### config.mk
export PLATFORM = sky130hd
export DESIGN_NAME = vdp_vram_host_write_queue
export DESIGN_NICKNAME = d
export VERILOG_FILES = /design/src/rtl/vdp_vram_host_write_queue_pkg.sv /design/src/rtl/vdp_sync_fifo.sv /design/src/rtl/vdp_vram_host_write_queue.sv
export SDC_FILE = /design/constraint.sdc
export NUM_CORES = 1
export LEC_CHECK = 0
export ABC_AREA = 1
export CORE_MARGIN = 1
export CORE_UTILIZATION = 50
export CTS_BUF_LIST = sky130_fd_sc_hd__clkbuf_4
export DETAILED_ROUTE_END_ITERATION = 12
export PLACE_DENSITY = 0.72
export SLEW_MARGIN = 10
export SYNTH_ARGS = -nofsm -noshare
export SYNTH_HDL_FRONTEND = slang
export SYNTH_SLANG_ARGS = --single-unit
### constraint.sdc
create_clock -name clk -period 3.2 [get_ports clk]
set_clock_uncertainty 0.05 [all_clocks]
set_input_delay 0.32 -clock clk [delete_from_list [all_inputs] [get_ports clk]]
set_output_delay 0.32 -clock clk [all_outputs]
set_load 0.1 [all_outputs]
### src/rtl/vdp_vram_host_write_queue_pkg.sv
// Shared VRAM write-path constants and the queued entry format.
package vdp_vram_host_write_queue_pkg;

    localparam int VRAM_WORD_ADDR_W = 15;
    localparam int VRAM_BANK_ADDR_W = 14;
    localparam int VRAM_DATA_W      = 16;

    localparam logic [1:0] VRAM_MASK_EVEN = 2'b01;
    localparam logic [1:0] VRAM_MASK_ODD  = 2'b10;

    typedef struct packed {
        logic [VRAM_WORD_ADDR_W-1:0] addr;
        logic [VRAM_DATA_W-1:0]      data;
    } vram_wr_entry_t;

    // Word address bit0 picks the bank: 0 = even, 1 = odd.
    function automatic logic [1:0] bank_mask(input logic odd_bank);
        return odd_bank ? VRAM_MASK_ODD : VRAM_MASK_EVEN;
    endfunction

endpackage

### src/rtl/vdp_sync_fifo.sv
// Generic show-ahead FIFO. Head is combinational from storage at the read
// pointer. A push while full is taken only if a pop happens the same cycle.
module vdp_sync_fifo #(
    parameter int WIDTH = 31,
    parameter int DEPTH = 4
) (
    input  logic                     clk,
    input  logic                     reset,
    input  logic                     push_i,
    input  logic [WIDTH-1:0]         push_data_i,
    input  logic                     pop_i,
    output logic                     push_ok_o,
    output logic [WIDTH-1:0]         head_o,
    output logic                     empty_o,
    output logic [$clog2(DEPTH):0]   count_o
);

    localparam int PTR_W = $clog2(DEPTH);
    localparam int CNT_W = PTR_W + 1;

    logic [WIDTH-1:0] mem_q [DEPTH];
    logic [PTR_W-1:0] wr_ptr_q, wr_ptr_d;
    logic [PTR_W-1:0] rd_ptr_q, rd_ptr_d;
    logic [CNT_W-1:0] count_q, count_d;
    logic             do_push, do_pop;

    assign do_pop  = pop_i && (count_q != '0);
    assign do_push = push_i && ((count_q < CNT_W'(DEPTH)) || do_pop);

    // Pointer and occupancy next-state; pointers wrap naturally at DEPTH.
    always_comb begin
        wr_ptr_d = wr_ptr_q;
        rd_ptr_d = rd_ptr_q;
        count_d  = count_q;
        if (do_push) wr_ptr_d = wr_ptr_q + PTR_W'(1);
        if (do_pop)  rd_ptr_d = rd_ptr_q + PTR_W'(1);
        if (do_push && !do_pop)      count_d = count_q + CNT_W'(1);
        else if (do_pop && !do_push) count_d = count_q - CNT_W'(1);
    end

    // Pointer/count registers; clearing them discards all queued entries.
    always_ff @(posedge clk) begin
        if (reset) begin
            wr_ptr_q <= '0;
            rd_ptr_q <= '0;
            count_q  <= '0;
        end else begin
            wr_ptr_q <= wr_ptr_d;
            rd_ptr_q <= rd_ptr_d;
            count_q  <= count_d;
        end
    end

    // Storage needs no reset: it is only observed through valid pointers.
    always_ff @(posedge clk) begin
        if (do_push) mem_q[wr_ptr_q] <= push_data_i;
    end

    assign push_ok_o = do_push;
    assign head_o    = mem_q[rd_ptr_q];
    assign empty_o   = (count_q == '0);
    assign count_o   = count_q;

endmodule

### src/rtl/vdp_vram_host_write_queue.sv
// Host write queue feeding the VRAM arbiter host slot. CPU data writes are
// stamped with an auto-incrementing word address and queued; the head is
// presented as {bank mask, bank address, data} and popped by vram_written.
// Optional block fill engine: define VDP_VRAM_FILL_EN.
module vdp_vram_host_write_queue
    import vdp_vram_host_write_queue_pkg::*;
#(
    parameter int DEPTH = 4
) (
    input  logic                        clk,
    input  logic                        reset,
    input  logic                        host_address_write_en,
    input  logic [VRAM_WORD_ADDR_W-1:0] host_address,
    input  logic                        host_increment_write_en,
    input  logic [7:0]                  host_increment,
    input  logic                        host_data_write_en,
    input  logic [VRAM_DATA_W-1:0]      host_data,
    output logic                        host_ready,
    output logic                        host_overflow,
    input  logic                        host_overflow_clear,
    input  logic                        vram_written,
    output logic [1:0]                  vram_port_write_en_mask,
    output logic [VRAM_BANK_ADDR_W-1:0] vram_write_address_16b,
    output logic [VRAM_DATA_W-1:0]      vram_write_data_16b,
    output logic                        queue_empty,
    input  logic                        fill_start,
    input  logic [VRAM_WORD_ADDR_W-1:0] fill_length,
    output logic                        fill_busy
);

    localparam int CNT_W = $clog2(DEPTH) + 1;

    logic [VRAM_WORD_ADDR_W-1:0] addr_q, addr_d, eff_addr;
    logic [7:0]                  incr_q, incr_d;
    logic                        overflow_q, overflow_d;
    logic                        push_req, push_ok, host_push_req, host_drop;
    logic [VRAM_DATA_W-1:0]      push_data;
    logic [CNT_W-1:0]            fifo_count;
    logic                        fifo_empty;
    logic [$bits(vram_wr_entry_t)-1:0] head_bits;
    vram_wr_entry_t              head, push_entry;
    logic                        fill_busy_w;

`ifdef VDP_VRAM_FILL_EN
    logic                        fill_busy_q, fill_busy_d;
    logic [VRAM_DATA_W-1:0]      fill_data_q, fill_data_d;
    logic [VRAM_DATA_W-1:0]      last_data_q, last_data_d;
    logic [VRAM_WORD_ADDR_W-1:0] fill_rem_q, fill_rem_d;

    assign fill_busy_w   = fill_busy_q;
    assign host_push_req = host_data_write_en && !fill_busy_q;
    assign push_req      = host_push_req || fill_busy_q;
    assign push_data     = fill_busy_q ? fill_data_q : host_data;

    // Fill engine: latch the last accepted host word, then push it once per
    // accepted slot until the remaining length runs out.
    always_comb begin
        last_data_d = last_data_q;
        fill_busy_d = fill_busy_q;
        fill_data_d = fill_data_q;
        fill_rem_d  = fill_rem_q;
        if (host_push_req && push_ok) last_data_d = host_data;
        if (fill_busy_q) begin
            if (push_ok) begin
                fill_rem_d = fill_rem_q - VRAM_WORD_ADDR_W'(1);
                if (fill_rem_q == VRAM_WORD_ADDR_W'(1)) fill_busy_d = 1'b0;
            end
        end else if (fill_start && (fill_length != '0)) begin
            fill_busy_d = 1'b1;
            fill_rem_d  = fill_length;
            fill_data_d = last_data_d;
        end
    end

    // Fill engine registers.
    always_ff @(posedge clk) begin
        if (reset) begin
            fill_busy_q <= 1'b0;
            fill_data_q <= '0;
            last_data_q <= '0;
            fill_rem_q  <= '0;
        end else begin
            fill_busy_q <= fill_busy_d;
            fill_data_q <= fill_data_d;
            last_data_q <= last_data_d;
            fill_rem_q  <= fill_rem_d;
        end
    end
`else
    logic unused_fill;

    assign unused_fill   = ^{fill_start, fill_length};
    assign fill_busy_w   = 1'b0;
    assign host_push_req = host_data_write_en;
    assign push_req      = host_data_write_en;
    assign push_data     = host_data;
`endif

    // A same-cycle address load is the address used by this cycle's push.
    assign eff_addr  = host_address_write_en ? host_address : addr_q;
    assign host_drop = host_data_write_en && !(host_push_req && push_ok);

    assign push_entry.addr = eff_addr;
    assign push_entry.data = push_data;

    // Address/increment/overflow next-state. The increment used is always the
    // registered one, so a same-cycle increment write affects later pushes.
    always_comb begin
        addr_d     = push_ok ? (eff_addr + VRAM_WORD_ADDR_W'(incr_q)) : eff_addr;
        incr_d     = host_increment_write_en ? host_increment : incr_q;
        overflow_d = overflow_q;
        if (host_drop)                overflow_d = 1'b1;
        else if (host_overflow_clear) overflow_d = 1'b0;
    end

    // Host-side configuration and status registers.
    always_ff @(posedge clk) begin
        if (reset) begin
            addr_q     <= '0;
            incr_q     <= 8'd1;
            overflow_q <= 1'b0;
        end else begin
            addr_q     <= addr_d;
            incr_q     <= incr_d;
            overflow_q <= overflow_d;
        end
    end

    vdp_sync_fifo #(
        .WIDTH ($bits(vram_wr_entry_t)),
        .DEPTH (DEPTH)
    ) u_fifo (
        .clk         (clk),
        .reset       (reset),
        .push_i      (push_req),
        .push_data_i (push_entry),
        .pop_i       (vram_written),
        .push_ok_o   (push_ok),
        .head_o      (head_bits),
        .empty_o     (fifo_empty),
        .count_o     (fifo_count)
    );

    assign head = vram_wr_entry_t'(head_bits);

    // Ready ignores a same-cycle pop so vram_written has no path to it.
    assign host_ready    = (fifo_count < CNT_W'(DEPTH)) && !fill_busy_w;
    assign host_overflow = overflow_q;
    assign fill_busy     = fill_busy_w;
    assign queue_empty   = fifo_empty;

    assign vram_port_write_en_mask = fifo_empty ? 2'b00 : bank_mask(head.addr[0]);
    assign vram_write_address_16b  = fifo_empty ? '0 : head.addr[VRAM_WORD_ADDR_W-1:1];
    assign vram_write_data_16b     = fifo_empty ? '0 : head.data;

endmodule
==> results of run 1 <==
## registers in the layout, summed over array words and instances, names as in the netlist, named ones only
signal	cells
host_overflow	1
addr_q	15
u_fifo.mem_q	124
u_fifo.wr_ptr_q	2
u_fifo.rd_ptr_q	2
u_fifo.count_o	3
incr_q	8
## path summary, 6_finish.rpt
check / from / end / slack [ps] / depth (start not counted)
max reg2reg: addr_q[0] / addr_q[12] / 1120 / 13
min reg2reg: host_overflow / host_overflow / 430 / 2
max: register / vram_port_write_en_mask[1] / 300 / 7
min: host_increment[7] / incr_q[7] / 300 / 3
## critical path, cell delays in order (launching register included)
cell	delay [ps]
dfxtp_1	320
buf_4	360
inv_1	160
buf_4	280
a32oi_1	360
inv_1	70
nor2_1	210
buf_12	210
## cell type report
cell class              instances  area (µm²)
inverters                      42         165
flip-flops and latches        157        4390
diodes                          1        2.50
multi-input cells             435        2170
clock buffers                  19         143
fillers                      1013        4850
repair buffers                 92        1260
clock inverters                13         101
well taps                     176         220
## placed cells by master, fill, tap and decap left out, types with 6 or more instances in the layout
cell / instances
a21oi_1: 54
buf_12: 36
buf_4: 10
clkbuf_4: 19
clkdlybuf4s50_1: 46
dfxtp_1: 32
edfxtp_1: 124
ha_1: 13
inv_1: 38
nand2_1: 66
nand2_2: 7
nand2_4: 6
nand3_1: 20
nor2_1: 156
o21ai_0: 78
## per-stage QoR
| stage | utilization, % | instances | hold slack [ps] | cell area, µm² | setup WS (ps) |
|---|---|---|---|---|---|
| after floorplan | - | 665 | 339 | 6870 | 453 |
| after global placement | 61.7 | 902 | 402 | 8200 | 235 |
| after detailed placement | 61.7 | 902 | 414 | 8200 | 171 |
| after CTS | 63.5 | 934 | 265 | 8440 | 267 |
| after global routing | 63.5 | 935 | 283 | 8440 | 100 |
| final | 63.5 | 935 | 300 | 8440 | 304 |
## logic make-up after synthesis
family / Yosys count / synth area share, %
simple gates: 271 / 16.8
flops: 157 / 63.8
other cells: 1 / 0.0546
fa+ha+maj: 15 / 2.95
compound gates: 144 / 10.8
xor+xnor: 4 / 0.510
buf+inv: 73 / 5.01
## where the power goes
part	switching, W	internal (W)	total, W
sequential	0.0000760	0.00241	0.00249
combinational	0.00319	0.00140	0.00459
clock	0.000656	0.000388	0.00104
total	0.00392	0.00420	0.00812
## layer usage
layer | share of wire (%) | global-route usage, %
met1 | 42 | 24.6
met2 | 52 | 36.9
met3 | 4.6 | 4.45
met4 | 1.6 | 10.0
met5 | 0 | 0
==> metrics.md, run 1 <==
| Metric | Value |
|---|---|
| #FFs+latches synth | 157 |
| Worst rel slew slack | 35.8% |
| DRC | 0 |
| RePlAce Congestion | 0.849 |
| Pin count of the biggest net entering global routing | 63 |
| CTS Buf Count | 17 |
| F_max | 345 MHz |
| CP required | 2830 ps |
| Die Ht | 119 µm |
| Initial antenna violation count | 1 |
| Area delta synth->final | 22.9% |
| Critical Path Start Type | register |
| Synth cell count leaders | nor2_1 (160), edfxtp_1 (124), o21ai_0 (78) |
| Leading area contributor after synthesis | edfxtp_1 |
| Synth cell types | 38 |
| TritonCTS clock tree | yes |
| Starting Density | 51.7% |
| Setup violations, final | 0 |
| Post-synth EDFFs | 124 |
| Routed len/inst | 15.0 µm |
| Clock slew at reported path FFs | 120 ps |
| Final nets | 822 |
| Setup crit end kind | output pin |
| CTS max path bufs | 2 |
| Data arrival, critical path | 2530 ps |
| Total routed wirelength | 14000 µm |
| Vias in the first global route | 4870 |
| Synth area leaders | edfxtp_1 (54%), dfxtp_1 (9.6%), nor2_1 (8.7%), o21ai_0 (5.7%), a21oi_1 (3.9%) |
| DRT iter0 DRCs | 307 |
| Setup CP Type | reg2out |
| IO Port Bufs | 80 |
| Seq/Total Area, Yosys | 63.8% |
| Outcome | completed |
| Pins Over Slew Limit | 0 |
| Via count | 4906 |
| Die X | 119 µm |
| Share of cells above drive strength 1 | 13.6% |
| Postcts setup bufs | 0 |
| Syn_nets | 742 |
| Final period util | 90.5% |
| # hold bufs at CTS | 0 |
| Yosys top cell area share | 54.2% |
| DR pass1 iterations | 5 |
| PostCTS Resize Cnt | 0 |
| First-pass GRT wire length | 22900 µm |
| Vias per cell | 5.25 |
| DIE AREA | 14200 µm² |
| TNS Setup | 0 ps |
| Most frequent cell after synthesis | nor2_1 |
| Peak VDD IR | 0.490 mV |
| Cell area power density | 962 nW/µm² |
| Hold Path Class | in2reg |
| Post-synth top flop | edfxtp_1 |
| Avg Cell Area, Syn | 10.3 µm² |
| Post-Syn Area | 6870 µm² |
| Clock Tree Root | clkbuf_4 |
| # rows | 42 |
| Tot Pwr | 0.00812 W |
| Post-route ant nets | 0 |
| Cells after synthesis | 665 |
| Number of I/O pins | 98 |
| Ys async rst share | 0% |
| Hpwl dp | 8750 µm |
| Unrepaired setup endpoints after global routing | no |
| Yosys warnings | 0 |
| Sink Count | 157 |
| Hold Fails Final Rpt | 0 |
| Max cap viols | 0 |
| Total Routing Usage GR | 21.1% |
| Core Area | 13300 µm² |
| Worst-Margin Slew | 960 ps |
| H-tree depth | 4 |
| Critical path peak fanout | 31 |
| Period minus WS final | 2900 ps |
| Leakage Power | 3.18 nW |
| Later-pin clock latency in the skew report | 550 ps |
| Global route total overflow | 0 |
Power figures use the tool's default switching activity.
==> run 2: changes to the inputs <==
--- a/config.mk
+++ b/config.mk
@@ -10,7 +10,9 @@
 export CORE_UTILIZATION = 50
 export CTS_BUF_LIST = sky130_fd_sc_hd__clkbuf_4
 export DETAILED_ROUTE_END_ITERATION = 12
-export PLACE_DENSITY = 0.72
+export GPL_TIMING_DRIVEN = 0
+export MAX_ROUTING_LAYER = met4
+export PLACE_DENSITY = 0.74
 export SLEW_MARGIN = 10
 export SYNTH_ARGS = -nofsm -noshare
 export SYNTH_HDL_FRONTEND = slang
==> run 2 against run 1 <==
Routed wire length up 13%. Clock power up 22%. Sequential share of layout area rose by 1.3 points. First-iteration DRC count grew 51%. Combinational power fell by 16%. Non-clock buffer count is 22 higher. Register-to-register slack got worse by 200 ps. Sequential power is essentially flat. Worst setup slack got worse by 160 ps. Count of clock-buffer cells in the layout up 2. Critical path depth fell by 1. Global-route usage increased by 3.3 points. Largest power group unchanged.
==> metrics.md, run 2 (synthesized netlist as in run 1, its figures left out) <==
| Metric | Value |
|---|---|
| Commonest non-fill, non-tap cells in the layout | nor2_1 (156), edfxtp_1 (124), o21ai_0 (78) |
| DRC | 0 |
| Comb power frac | 50.5% |
| Critical Path Max Stage Delay | 840 ps |
| DR pass1 iterations | 6 |
| Total routed wirelength | 15800 µm |
| Hold Path Class | in2reg |
| First-pass GRT wire length | 25400 µm |
| Pin count of the biggest net entering global routing | 25 |
| Worst R2R Start | u_fifo.count_o[2] |
| # hold bufs at CTS | 0 |
| Fillers | 1096 |
| Setup violations, final | 0 |
| Biggest register | u_fifo.mem_q |
| Starting Density | 51.7% |
| Period minus WS final | 3060 ps |
| Hpwl dp | 10500 µm |
| Clock Tree Root | clkbuf_4 |
| Final nets | 844 |
| Reg2reg setup slack | 920 ps |
| Largest register FFs | 124 |
| Vias in the first global route | 5181 |
| CTS Buf Count | 17 |
| Worst rel slew slack | 35.4% |
| FF-to-FF End | u_fifo.count_o[2] |
| Setup crit end kind | output pin |
| Die X | 119 µm |
| Sw Ratio | 50.5% |
| Data arrival, critical path | 2690 ps |
| CP required | 2830 ps |
| Switch Pwr | 0.00384 W |
| Vias per cell | 5.31 |
| Fin util | 62.0% |
| Global route total overflow | 0 |
| RePlAce Congestion | 0.932 |
| Slowest-stage cell, CP | clkdlybuf4s15_1 |
| Crit path cell chain | buf_2 > inv_2 > clkbuf_1 > o21ai_0 > a21oi_1 > clkdlybuf4s15_1 |
| Dpl cells | 924 |
| Worst-Margin Slew | 967 ps |
| Via count | 5069 |
| Hold Fails Final Rpt | 0 |
| Area delta synth->final | 20.0% |
| Number of I/O pins | 98 |
| Non-filler instance count after layout | 954 |
| Outcome | completed |
| Core Area | 13300 µm² |
| Initial antenna violation count | 0 |
| Leakage Power | 3.18 nW |
| Peak VDD IR | 0.483 mV |
| Die Ht | 119 µm |
| Clock slew at reported path FFs | 120 ps |
| Clk network pwr share | 16.8% |
| DIE AREA | 14200 µm² |
| Final period util | 95.6% |
| Hold Startpoint | host_address_write_en |
| Max cap viols | 0 |
| Sink Count | 157 |
| # rows | 42 |
| Setup CP Type | reg2out |
| WHS Path Cells | 3 |
| Share of cells above drive strength 1 | 13.6% |
| Post-route ant nets | 0 |
| F_max | 327 MHz |
| Critical path peak fanout | 10 |
| Hold path endpoint | u_fifo.mem_q[3][28] |
| DRT iter0 DRCs | 464 |
| Routed len/inst | 16.6 µm |
| Ant. Diodes | 0 |
| Later-pin clock latency in the skew report | 530 ps |
| P_int | 0.00376 W |
| Reg2reg path depth | 10 |
| IO Port Bufs | 79 |
| Unrepaired setup endpoints after global routing | no |
| TritonCTS clock tree | yes |
| Cell area power density | 923 nW/µm² |
| CTS max path bufs | 2 |
| Regs by FF count | u_fifo.mem_q: 124 flops, addr_q: 15 flops, incr_q: 8 flops |
| Flop pwr share | 32.7% |
| H-tree depth | 4 |
| Total Routing Usage GR | 24.4% |
| Most common cell after layout, fill and taps aside | nor2_1 |
| Pins Over Slew Limit | 0 |
| Critical Path Start Type | register |
-- run 2: cell types whose count changed in the layout (fill, tap and decap cells not counted), sizes merged --
cell,change
dlygate4sd2,+1
buf,-25
diode,-1
clkinv,-3
clkbuf,+33
clkdlybuf4s15,+13
clkinvlp,-4
dlymetal6s2s,+2
bufinv,+3
-- run 2: what timing repair did --
action                                  in CTS  in global routing
gates resized for setup                     58                 34
pin swaps                                    0                  0
buffers inserted                             0                  0
endpoints found under the setup margin      31                 20
-- run 2: metal layers --
layer,vias to the layer above,GRT usage (%),share of wire [%]
li1,2467,-,-
met3,21,5.08,5.0
met1,2420,28.7,43
met4,0,9.02,1.3
met5,-,-,0
met2,161,41.1,51
-- run 2: power groups by stage --
stage | Clock (W) | Combinational [W] | Sequential, W
5_1_grt | 0.00137 | 0.00403 | 0.00251
6_report | 0.00127 | 0.00384 | 0.00249
3_3_place_gp | 0 | 0.00392 | 0.00254
3_5_place_dp | 0 | 0.00401 | 0.00254
4_1_cts | 0.00129 | 0.00388 | 0.00249
2_1_floorplan | 0 | 0.00298 | 0.00253
-- run 2: cell type report --
class	instances	area, µm²	share of cell area [%]
Buffer	31	179	2.17
Clock buffer	21	158	1.91
Clock inverter	9	145	1.76
Inverter	42	165	2.00
Multi-Input combinational cell	435	2170	26.3
Sequential cell	157	4380	53.2
Tap cell	176	220	2.67
Timing Repair Buffer	83	820	9.95
-- run 2: worst max-delay path by stage --
stage / endpoint / slack [ps] / startpoint
floorplan: vram_write_data_16b[10] / 450 / u_fifo.count_o[0]
global placement: u_fifo.mem_q[3][1] / -1010 / vram_written
detailed placement: vram_write_address_16b[4] / 170 / register
CTS: vram_write_address_16b[6] / 4 / register
global route: vram_write_data_16b[11] / 2 / register
finish: vram_write_data_16b[11] / 140 / register
-- run 2: worst max-delay path, delay by kind of cell, from the launching register on --
family | cells | cell delay, ps
AO/OA/AOI/OAI | 2 | 310
buffers and inverters | 4 | 1530
flip-flops | 1 | 310
-- run 2: through the flow --
stage | hold slack (ps) | instance area [µm²] | power, W | setup WS (ps) | TNS [ps]
after global placement | 403 | 7880 | 0.00645 | -1010 | -121860
after global routing | 130 | 8240 | 0.00791 | 1.70 | 0
final | 157 | 8240 | 0.00761 | 141 | 0
after floorplan | 339 | 6870 | 0.00551 | 453 | 0
after CTS | 123 | 8300 | 0.00767 | 4.20 | 0
after detailed placement | 408 | 8000 | 0.00654 | 168 | 0
==> run 3: changes to the inputs <==
--- a/config.mk
+++ b/config.mk
@@ -12,7 +12,7 @@
 export DETAILED_ROUTE_END_ITERATION = 12
 export GPL_TIMING_DRIVEN = 0
 export MAX_ROUTING_LAYER = met4
-export PLACE_DENSITY = 0.74
+export PLACE_DENSITY = 0.79
 export SLEW_MARGIN = 10
 export SYNTH_ARGS = -nofsm -noshare
 export SYNTH_HDL_FRONTEND = slang
==> run 3 against run 2 <==
First-iteration DRC count shrank 8.2%. Combinational power down 1%. Worst hold slack improved by 3.5 ps. Critical path depth is 2 lower. Largest power group unchanged.
==> metrics.md, run 3 (synthesized netlist as in run 1, its figures left out) <==
| Metric | Value |
|---|---|
| Global routing met3 resource utilization | 4.55% |
| Tot Pwr | 0.00743 W |
| WHS | 161 ps |
| Cell family with most CP delay | buffers and inverters |
| Outcome | completed |
| DIE AREA | 14200 µm² |
| Critical Path Max Stage Delay | 970 ps |
| Peak VDD IR | 0.425 mV |
| Worst rel slew slack | 35.7% |
| Crit path from | u_fifo.count_o[2] |
| Total Routing Usage GR | 23.5% |
| Clock Tree Root | clkbuf_4 |
| Pin count of the biggest net entering global routing | 27 |
| CTS Buf Count | 17 |
| Dpl cells | 924 |
| Reg2reg path depth | 10 |
| Switch Pwr | 0.00382 W |
| DRC | 0 |
| Setup violations, final | 0 |
| Total routed wirelength | 15300 µm |
| RePlAce Congestion | 0.828 |
| Vias in the first global route | 4965 |
| Final nets | 844 |
| Setup crit end kind | output pin |
| Sink Count | 157 |
| Initial antenna violation count | 0 |
| Regs by FF count | u_fifo.mem_q: 124 flops, addr_q: 15 flops, incr_q: 8 flops |
| Most common cell after layout, fill and taps aside | nor2_1 |
| Placed cell area | 8010 µm² |
| Die X | 119 µm |
| IO Port Bufs | 79 |
| Reg2reg setup slack | 870 ps |
| Crit path cell chain | nor3_4 > buf_2 > nor2_1 > clkdlybuf4s50_1 |
| Routed len/inst | 16.0 µm |
| H-tree depth | 4 |
| Number of I/O pins | 98 |
| Commonest non-fill, non-tap cells in the layout | nor2_1 (156), edfxtp_1 (124), o21ai_0 (78) |
| Worst path depth | 4 |
| Via count | 5033 |
| Vias per cell | 5.27 |
| Area delta synth->final | 19.1% |
| Die Ht | 119 µm |
| FF-to-FF End | u_fifo.count_o[2] |
| Post-Layout Inst Area | 8180 µm² |
| Post-route ant nets | 0 |
| Worst R2R Start | u_fifo.count_o[2] |
| Hpwl dp | 10400 µm |
| Clock slew at reported path FFs | 120 ps |
| Worst-Margin Slew | 961 ps |
| F_max | 327 MHz |
| Hold Path Class | in2reg |
| CP required | 2830 ps |
| Comb power frac | 51.1% |
| Setup CP Type | reg2out |
| Non-filler instance count after layout | 955 |
| Hold Fails Final Rpt | 0 |
| Period minus WS final | 3060 ps |
| Core Area | 13300 µm² |
| Flop pwr share | 33.5% |
| Critical Path Start Type | register |
| Worst Setup EP | vram_port_write_en_mask[0] |
| Met1 GRT Util | 27.4% |
| Unrepaired setup endpoints after global routing | no |
| Sw Ratio | 51.5% |
| Postcts setup bufs | 0 |
| Grt peak-use layer | met2 |
| Global route total overflow | 0 |
| Slowest-stage cell, CP | clkdlybuf4s50_1 |
| Later-pin clock latency in the skew report | 550 ps |
| Pins Over Slew Limit | 0 |
| Share of cells above drive strength 1 | 13.7% |
| Final period util | 95.6% |
| DRT iter0 DRCs | 426 |
| CTS max path bufs | 2 |
| Critical path peak fanout | 10 |
| Clk network pwr share | 15.4% |
| Worst Path Buf+Inv | 2 |
| TritonCTS clock tree | yes |
| Biggest register | u_fifo.mem_q |
| First-pass GRT wire length | 24400 µm |
| Met2 Usage GRT | 40.2% |
| Largest register FFs | 124 |
| Max cap viols | 0 |
| # rows | 42 |
| P_int | 0.00360 W |
| Data arrival, critical path | 2690 ps |
| Cell area power density | 908 nW/µm² |
| Ant. Diodes | 0 |
| DR pass1 iterations | 5 |
| Leakage Power | 3.14 nW |
| Starting Density | 51.7% |
==> run 3: power groups by stage <==
stage | combinational, W | sequential, W | clock (W)
2_1_floorplan | 0.00298 | 0.00253 | 0
3_3_place_gp | 0.00391 | 0.00254 | 0
3_5_place_dp | 0.00400 | 0.00254 | 0
4_1_cts | 0.00385 | 0.00249 | 0.00115
5_1_grt | 0.00400 | 0.00251 | 0.00124
6_report | 0.00380 | 0.00249 | 0.00114
==> run 3: worst min path at each step <==
stage                     startpoint                  end  slack, ps  depth (start not counted)
3_3_place_gp      u_fifo.rd_ptr_q[0]   u_fifo.rd_ptr_q[0]        410                          1
6_report       host_address_write_en  u_fifo.mem_q[1][27]        160                          3
2_1_floorplan                  reset        host_overflow        340                          1
5_1_grt        host_address_write_en  u_fifo.mem_q[0][28]        150                          3
3_5_place_dp           host_overflow        host_overflow        420                          2
4_1_cts        host_address_write_en  u_fifo.mem_q[1][27]        130                          3
==> run 3: final cells by class <==
class                   count  area [µm²]
plain buffers              31         179
clock buffers              23         173
clock inverters             8        93.8
fillers                  1072        5120
inverters                  42         165
multi-input cells         435        2170
flip-flops and latches    157        4380
well taps                 176         220
repair buffers             83         795
==> run 3: worst min-delay path, stage by stage <==
cell	delay, ps
buf_6	120
nand2_1	90
nand2_4	110
==> run 3: metrics by stage <==
step                      utilization, %  setup WS [ps]  TNS [ps]
after CTS                           62.1           2.74         0
final                               61.5            141         0
after detailed placement            60.3            228         0
after global placement              59.3           -969   -118990
after floorplan                        -            453         0
after global routing                61.5           7.99         0
==> run 3: what timing repair did <==
item	CTS	global route
hold buffers	0	0
gates resized for setup	50	40
pin swaps	0	0
setup endpoints to repair	32	23
==> run 3: routing by layer <==
metal,wire length [µm],up-vias
met4,204,0
met5,0,-
met2,7860,188
li1,-,2459
met3,847,20
met1,6380,2366
